[config.mk]
export PLATFORM = sky130hd
export DESIGN_NAME = switch_debounce
export DESIGN_NICKNAME = d
export VERILOG_FILES = /design/src/rtl/switch_debounce_pkg.sv /design/src/rtl/switch_debounce_sync.sv /design/src/rtl/switch_debounce.sv
export SDC_FILE = /design/constraint.sdc
export NUM_CORES = 1
export LEC_CHECK = 0
export ABC_AREA = 1
export CAP_MARGIN = 5
export CORE_UTILIZATION = 45
export CTS_BUF_LIST = sky130_fd_sc_hd__clkbuf_4 sky130_fd_sc_hd__clkbuf_8 sky130_fd_sc_hd__clkbuf_16
export DETAILED_ROUTE_END_ITERATION = 6
export PLACE_DENSITY = 0.71
export SLEW_MARGIN = 20
export SYNTH_ARGS = -nofsm -noshare
export SYNTH_HDL_FRONTEND = slang
export SYNTH_HIERARCHICAL = 1
export SYNTH_SLANG_ARGS = --single-unit
[constraint.sdc]
create_clock -name clk -period 1.5 [get_ports clk]
set_input_delay 0.225 -clock clk [delete_from_list [all_inputs] [get_ports clk]]
set_output_delay 0.225 -clock clk [all_outputs]
set_load 0.02 [all_outputs]
[src/rtl/switch_debounce_pkg.sv]
// Shared definitions for the board input-conditioning path (switch sync/debounce).
package switch_debounce_pkg;

    typedef enum logic {
        IDLE   = 1'b0,
        SETTLE = 1'b1
    } state_e;

    // Short settle window keeps simulation fast; the board value gives ~10 us at 100 MHz.
    localparam int unsigned STABLE_CYCLES_SIM   = 4;
    localparam int unsigned STABLE_CYCLES_BOARD = 1000;

endpackage : switch_debounce_pkg

[src/rtl/switch_debounce_sync.sv]
// Plain multi-flop synchroniser chain with synchronous reset, N_BITS wide.
module sync_chain #(
    parameter int unsigned N_BITS = 1,
    parameter int unsigned STAGES = 2
) (
    input  logic              clk,
    input  logic              rst,
    input  logic [N_BITS-1:0] d_i,
    output logic [N_BITS-1:0] q_o
);

    logic [N_BITS-1:0] stage_q [STAGES];

    always_ff @(posedge clk) begin
        if (rst) begin
            for (int unsigned i = 0; i < STAGES; i++) begin
                stage_q[i] <= '0;
            end
        end else begin
            stage_q[0] <= d_i;
            for (int unsigned i = 1; i < STAGES; i++) begin
                stage_q[i] <= stage_q[i-1];
            end
        end
    end

    assign q_o = stage_q[STAGES-1];

endmodule : sync_chain

[src/rtl/switch_debounce.sv]
// Synchronises and debounces {enable, data} switches as one vector for the priority encoder.
module switch_debounce
    import switch_debounce_pkg::*;
#(
    parameter int unsigned WIDTH         = 8,
    parameter int unsigned SYNC_STAGES   = 2,
    parameter int unsigned STABLE_CYCLES = STABLE_CYCLES_BOARD
) (
    input  logic             clk,
    input  logic             rst,
    input  logic [WIDTH-1:0] sw_in,
    input  logic             en_sw_in,
    output logic [WIDTH-1:0] x_out,
    output logic             en_out,
    output logic             changed,
    output logic             busy
);

    localparam int unsigned VW = WIDTH + 1;
    localparam int unsigned CW = $clog2(STABLE_CYCLES);
    localparam logic [CW-1:0] CNT_TERM = CW'(STABLE_CYCLES - 1);

    logic [VW-1:0] s;
    state_e        state_q, state_d;
    logic [VW-1:0] cand_q, cand_d;
    logic [VW-1:0] out_q, out_d;
    logic [CW-1:0] cnt_q, cnt_d;
    logic          changed_q, changed_d;

    sync_chain #(
        .N_BITS (VW),
        .STAGES (SYNC_STAGES)
    ) u_sync (
        .clk (clk),
        .rst (rst),
        .d_i ({en_sw_in, sw_in}),
        .q_o (s)
    );

    always_comb begin
        state_d   = state_q;
        cand_d    = cand_q;
        out_d     = out_q;
        cnt_d     = cnt_q;
        changed_d = 1'b0;
        unique case (state_q)
            IDLE: begin
                if (s != out_q) begin
                    cand_d  = s;
                    cnt_d   = '0;
                    state_d = SETTLE;
                end
            end
            SETTLE: begin
                // Any movement of the synchronised vector restarts the window, even at terminal count.
                if (s != cand_q) begin
                    cand_d = s;
                    cnt_d  = '0;
                end else if (cnt_q == CNT_TERM) begin
                    state_d = IDLE;
                    if (cand_q != out_q) begin
                        out_d     = cand_q;
                        changed_d = 1'b1;
                    end
                end else begin
                    cnt_d = cnt_q + 1'b1;
                end
            end
            default: state_d = IDLE;
        endcase
    end

    always_ff @(posedge clk) begin
        if (rst) begin
            state_q   <= IDLE;
            cand_q    <= '0;
            out_q     <= '0;
            cnt_q     <= '0;
            changed_q <= 1'b0;
        end else begin
            state_q   <= state_d;
            cand_q    <= cand_d;
            out_q     <= out_d;
            cnt_q     <= cnt_d;
            changed_q <= changed_d;
        end
    end

    assign x_out   = out_q[WIDTH-1:0];
    assign en_out  = out_q[WIDTH];
    assign changed = changed_q;
    assign busy    = (state_q == SETTLE);

endmodule : switch_debounce

==> metrics list <==
- Reg2Reg Capture Point: cand_q[5]$_SDFFE_PP0P_
- Avg Inst Size Synth: 6.46 sq um
- Register-to-register path setup slack: -0.10 ns
- XOR/XNOR Fraction of Synth Area: 0.0308
* Worst hold-check slack: 0.397 ns
- Slew of the pin with the lowest slew margin: around 0.22 ns
- Relative slew slack: 0.850
- Clock skew after layout: approximately 0.015 ns
- Die Area: approximately 6000 sq um
* Number of maximum-capacitance constraint violations: 0
* Largest cells by area after synthesis: dfxtp_1 38%, nand2_1 17%, nor2_1 11%, inv_1 8.8%, nand3_1 5.7%
* HPWL after DPL: 3.96 mm
- Clk Tree Root Cell: clkbuf_8
* Global-route wire length before repair: 9.67 mm
* Synth-to-layout area growth: 30.0%
- Placed Cells incl. Taps: 499
- The worst setup path is launched from a register.
- In this run the worst path has a maximum fanout of 9.
* Highest clock rate: 624 MHz
- At the end of routability-driven placement, the weighted congestion stood at 0.869.
* Cells after synthesis: 396
* Setup_tns: -1.16 ns
- The number of hold buffers added after CTS was 0.
* Int Pwr: 2.16 mW
- The final hold violation count came to 0.
- The first routing iteration left roughly 220 violations.
- The min-delay analysis places its worst path in the category reg2reg.
- 22 I/O pins were placed.
* Launch point of the critical path: cand_q[5]$_SDFFE_PP0P_
- The finished layout holds approximately 520 standard cells, fillers aside.
- For this run, the post-layout net count is 454.
- The library cells used most frequently in the layout, excluding fill and tap cells, are 102 x nand2_1, 64 x nor2_1, 52 x inv_1.
- Part of the Yosys area used for sequential elements: 0.376
* Dominant combinational cell family by area after synthesis: simple AND/OR/NAND/NOR gates
- Leading area contributor after synthesis: dfxtp_1
- The smallest clock period supported by the final layout is computed as 1.60 ns.
- After clock tree synthesis, the clock-pin slew on the worst setup and hold paths is 0.10 ns.
* Crit. End Element: register
- Clock insertion delay at the later pin of the skew report: 0.32 ns
- Deepest level of the CTS H-tree: 2
- For this run, the total global-route usage over all layers was measured as 0.205.
* CP Class: reg2reg
* Number of iterations in the first detailed-routing pass: 4
- Following the worst setup path forward leads to its endpoint at cand_q[5]$_SDFFE_PP0P_.
* Power share of the combinational group: 0.233
- Register bit total from synthesis: 48
* Placed Instance Area: ~3000 sq um
- After routing the design area is ~3300 sq um.
* Count of input and output buffers: 21
- Synth Area in Compound Gates: 0.0264
* Final setup margin: -0.104 ns
- For this run, the slowest stage of the critical path takes around 0.4 ns.
- Fraction of layout cells with a size suffix above 1: 0.271
- The die is between 70 and 80 um wide.
- Detailed routing inserted a total of 2473 vias.
- Power density cells: 935 nW/um^2
* Clock Power Share: 0.318
- Via count of the first global-routing pass: 2114
* Crit path cell chain: inv_1, nand2_1, nand2_1, nor2_2, nand2_2, nor2_4, nand2_2, buf_4, a21oi_1, nor2_1
* Final worst-path cycle share: 1.07
* Count of unresolved DRC violations after routing: 0
- Switching share of power: 0.305
- Result of the run: finished with violations
- The floorplan step set the die height to 77.4 um.
* FF-to-FF path depth: 10
- Counting the buffers created by CTS gives 5.
- Share of synthesized area spent on multiplexers: 0
* Aggregate global routing overflow: 0
- Synthesis produced a netlist with a net count of 408.
* Average wire per standard cell: roughly 12 um
- The number of antenna violations at the first check in global routing came to 0.
- Net Switching: 0.949 mW
- Post-detailed-route count of antenna-violating nets: 0
- Count of synthesis-stage warnings from yosys: 6
* Power Total: 3.11 mW
* Final number of setup-violating endpoints: 23
* Number of clock sinks: 48
* Antenna diode count: 0
- The longest clock path from root to sink contains 2 buffers.
- Final core occ: 0.603
- The worst-case IR drop observed on VDD is around 0.00059 V.
* Cell Rows: 27
* CORE AREA: between 5000 and 6000 sq um
- Max-slew violation count: 0
- Entering global routing, the biggest net connects 28 pins.
* CTS tree: yes
* Violations in the final reports: negative setup slack
- Of the total synthesized cell area, the portion taken by full adders, half adders and majority gates is 0.00489.
* Sequential group share of total power: 0.449
- Synthesis instantiated 29 different standard cells from the library.
- At the placement stage, the worst setup path has a slack of -0.0997 ns.
- After detailed routing, the number of vias per cell comes to around 4.8.
* Crit path max-delay cell type: dfxtp_2
- Routed wire length: 6.30 mm
- For this configuration, the core starts out at a cell density of 0.464.
- STA puts the critical path data arrival time at around 1.8 ns.
* Leakage power: 1.61 nW
* Data required, critical path: ~1.7 ns
* Worst flop-to-flop path startpoint: cand_q[5]$_SDFFE_PP0P_
* Basic-gate share of the synthesized area counting and, or, nand and nor cells: 0.413
- RSZ-0062 raised after global routing: yes
- Cell area after synthesis: 2560 sq um
- Of the post-synthesis cell area, the dominant cell type holds 0.376.
* Most common library cell in the layout ignoring fill and taps: nand2_1
-- registers in the layout, summed over array words and instances (netlist names) --
register,count
busy,1
cand_q,9
changed,1
cnt_q,10
out_q,9
u_sync/stage_q,18
-- worst min path at each step --
stage	start	to	slack [ns]	cells past startpoint
finish	u_sync/stage_q[0][2]$_SDFF_PP0_	u_sync/stage_q[0][11]$_SDFF_PP0_	0.40	2
global route	sw_in[4]	u_sync/stage_q[0][4]$_SDFF_PP0_	0.42	3
CTS	u_sync/stage_q[0][2]$_SDFF_PP0_	u_sync/stage_q[0][11]$_SDFF_PP0_	0.40	2
detailed placement	u_sync/stage_q[0][2]$_SDFF_PP0_	u_sync/stage_q[0][11]$_SDFF_PP0_	0.39	2
global placement	u_sync/stage_q[0][1]$_SDFF_PP0_	u_sync/stage_q[0][10]$_SDFF_PP0_	0.39	2
floorplan	rst	cnt_q[2]$_SDFFE_PP0P_	0.29	1
-- power by group through the flow --
stage | Clock, mW | Sequential (mW) | Combinational, mW
final | 0.989 | 1.40 | 0.725
after global routing | 1.06 | 1.40 | 0.788
after CTS | 1.00 | 1.39 | 0.613
after detailed placement | 0 | 1.41 | 0.561
after global placement | 0 | 1.41 | 0.547
after floorplan | 0 | 1.40 | 0.388
-- layout make-up --
cell class              instances  area [sq um]
inverters                      63           239
fillers                       498          2180
flip-flops and latches         48           992
repair buffers                 55           520
clock inverters                 3          47.5
clock buffers                   5          68.8
multi-input cells             269          1370
well taps                      72          90.1
-- routing by layer --
metal	routed length [um]	share of wire	GRT usage	vias to the layer above
li1	-	-	-	1276
met1	2750	0.44	0.277	1095
met2	2990	0.48	0.315	80
met3	345	0.055	0.0365	22
met4	204	0.032	0.0962	0
met5	0	0	0	-
-- what timing repair did --
| action | CTS | global route |
|---|---|---|
| setup endpoints to repair | 39 | 29 |
| buffers inserted | 1 | 3 |
| resized for setup | 30 | 50 |
| pin swaps | 7 | 13 |
| endpoints found under the hold margin | 0 | 0 |
| cloned | 1 | 3 |
-- cell usage after synthesis, drive strengths merged --
library cell  number
nand2            121
nor2              78
inv               62
dfxtp             48
nand3             32
buf               17
a21oi             11
xnor2              8
nand4              5
nor3               4
nand3b             2
or2                2
clkbuf             1
clkinv             1
ha                 1
o21ai              1
o21bai             1
xor2               1
-- critical path: cells and delay by family, from the launching register on --
family	cells	cell delay, ns
and+or+nand+nor	7	0.73
AOI/OAI and AO/OA	1	0.14
buffers and inverters	2	0.25
DFF	1	0.40
-- cell families (layout without fill, tap and decap cells) --
family                     count (synthesis)  in the layout
AOI/OAI and AO/OA                         13             13
xor gates and xnor gates                   9              9
adders and majority gates                  1              1
buffers and inverters                     81            126
DFF                                       48             48
and+or+nand+nor                          244            246
Note: power is estimated with default switching activity, not from simulation.
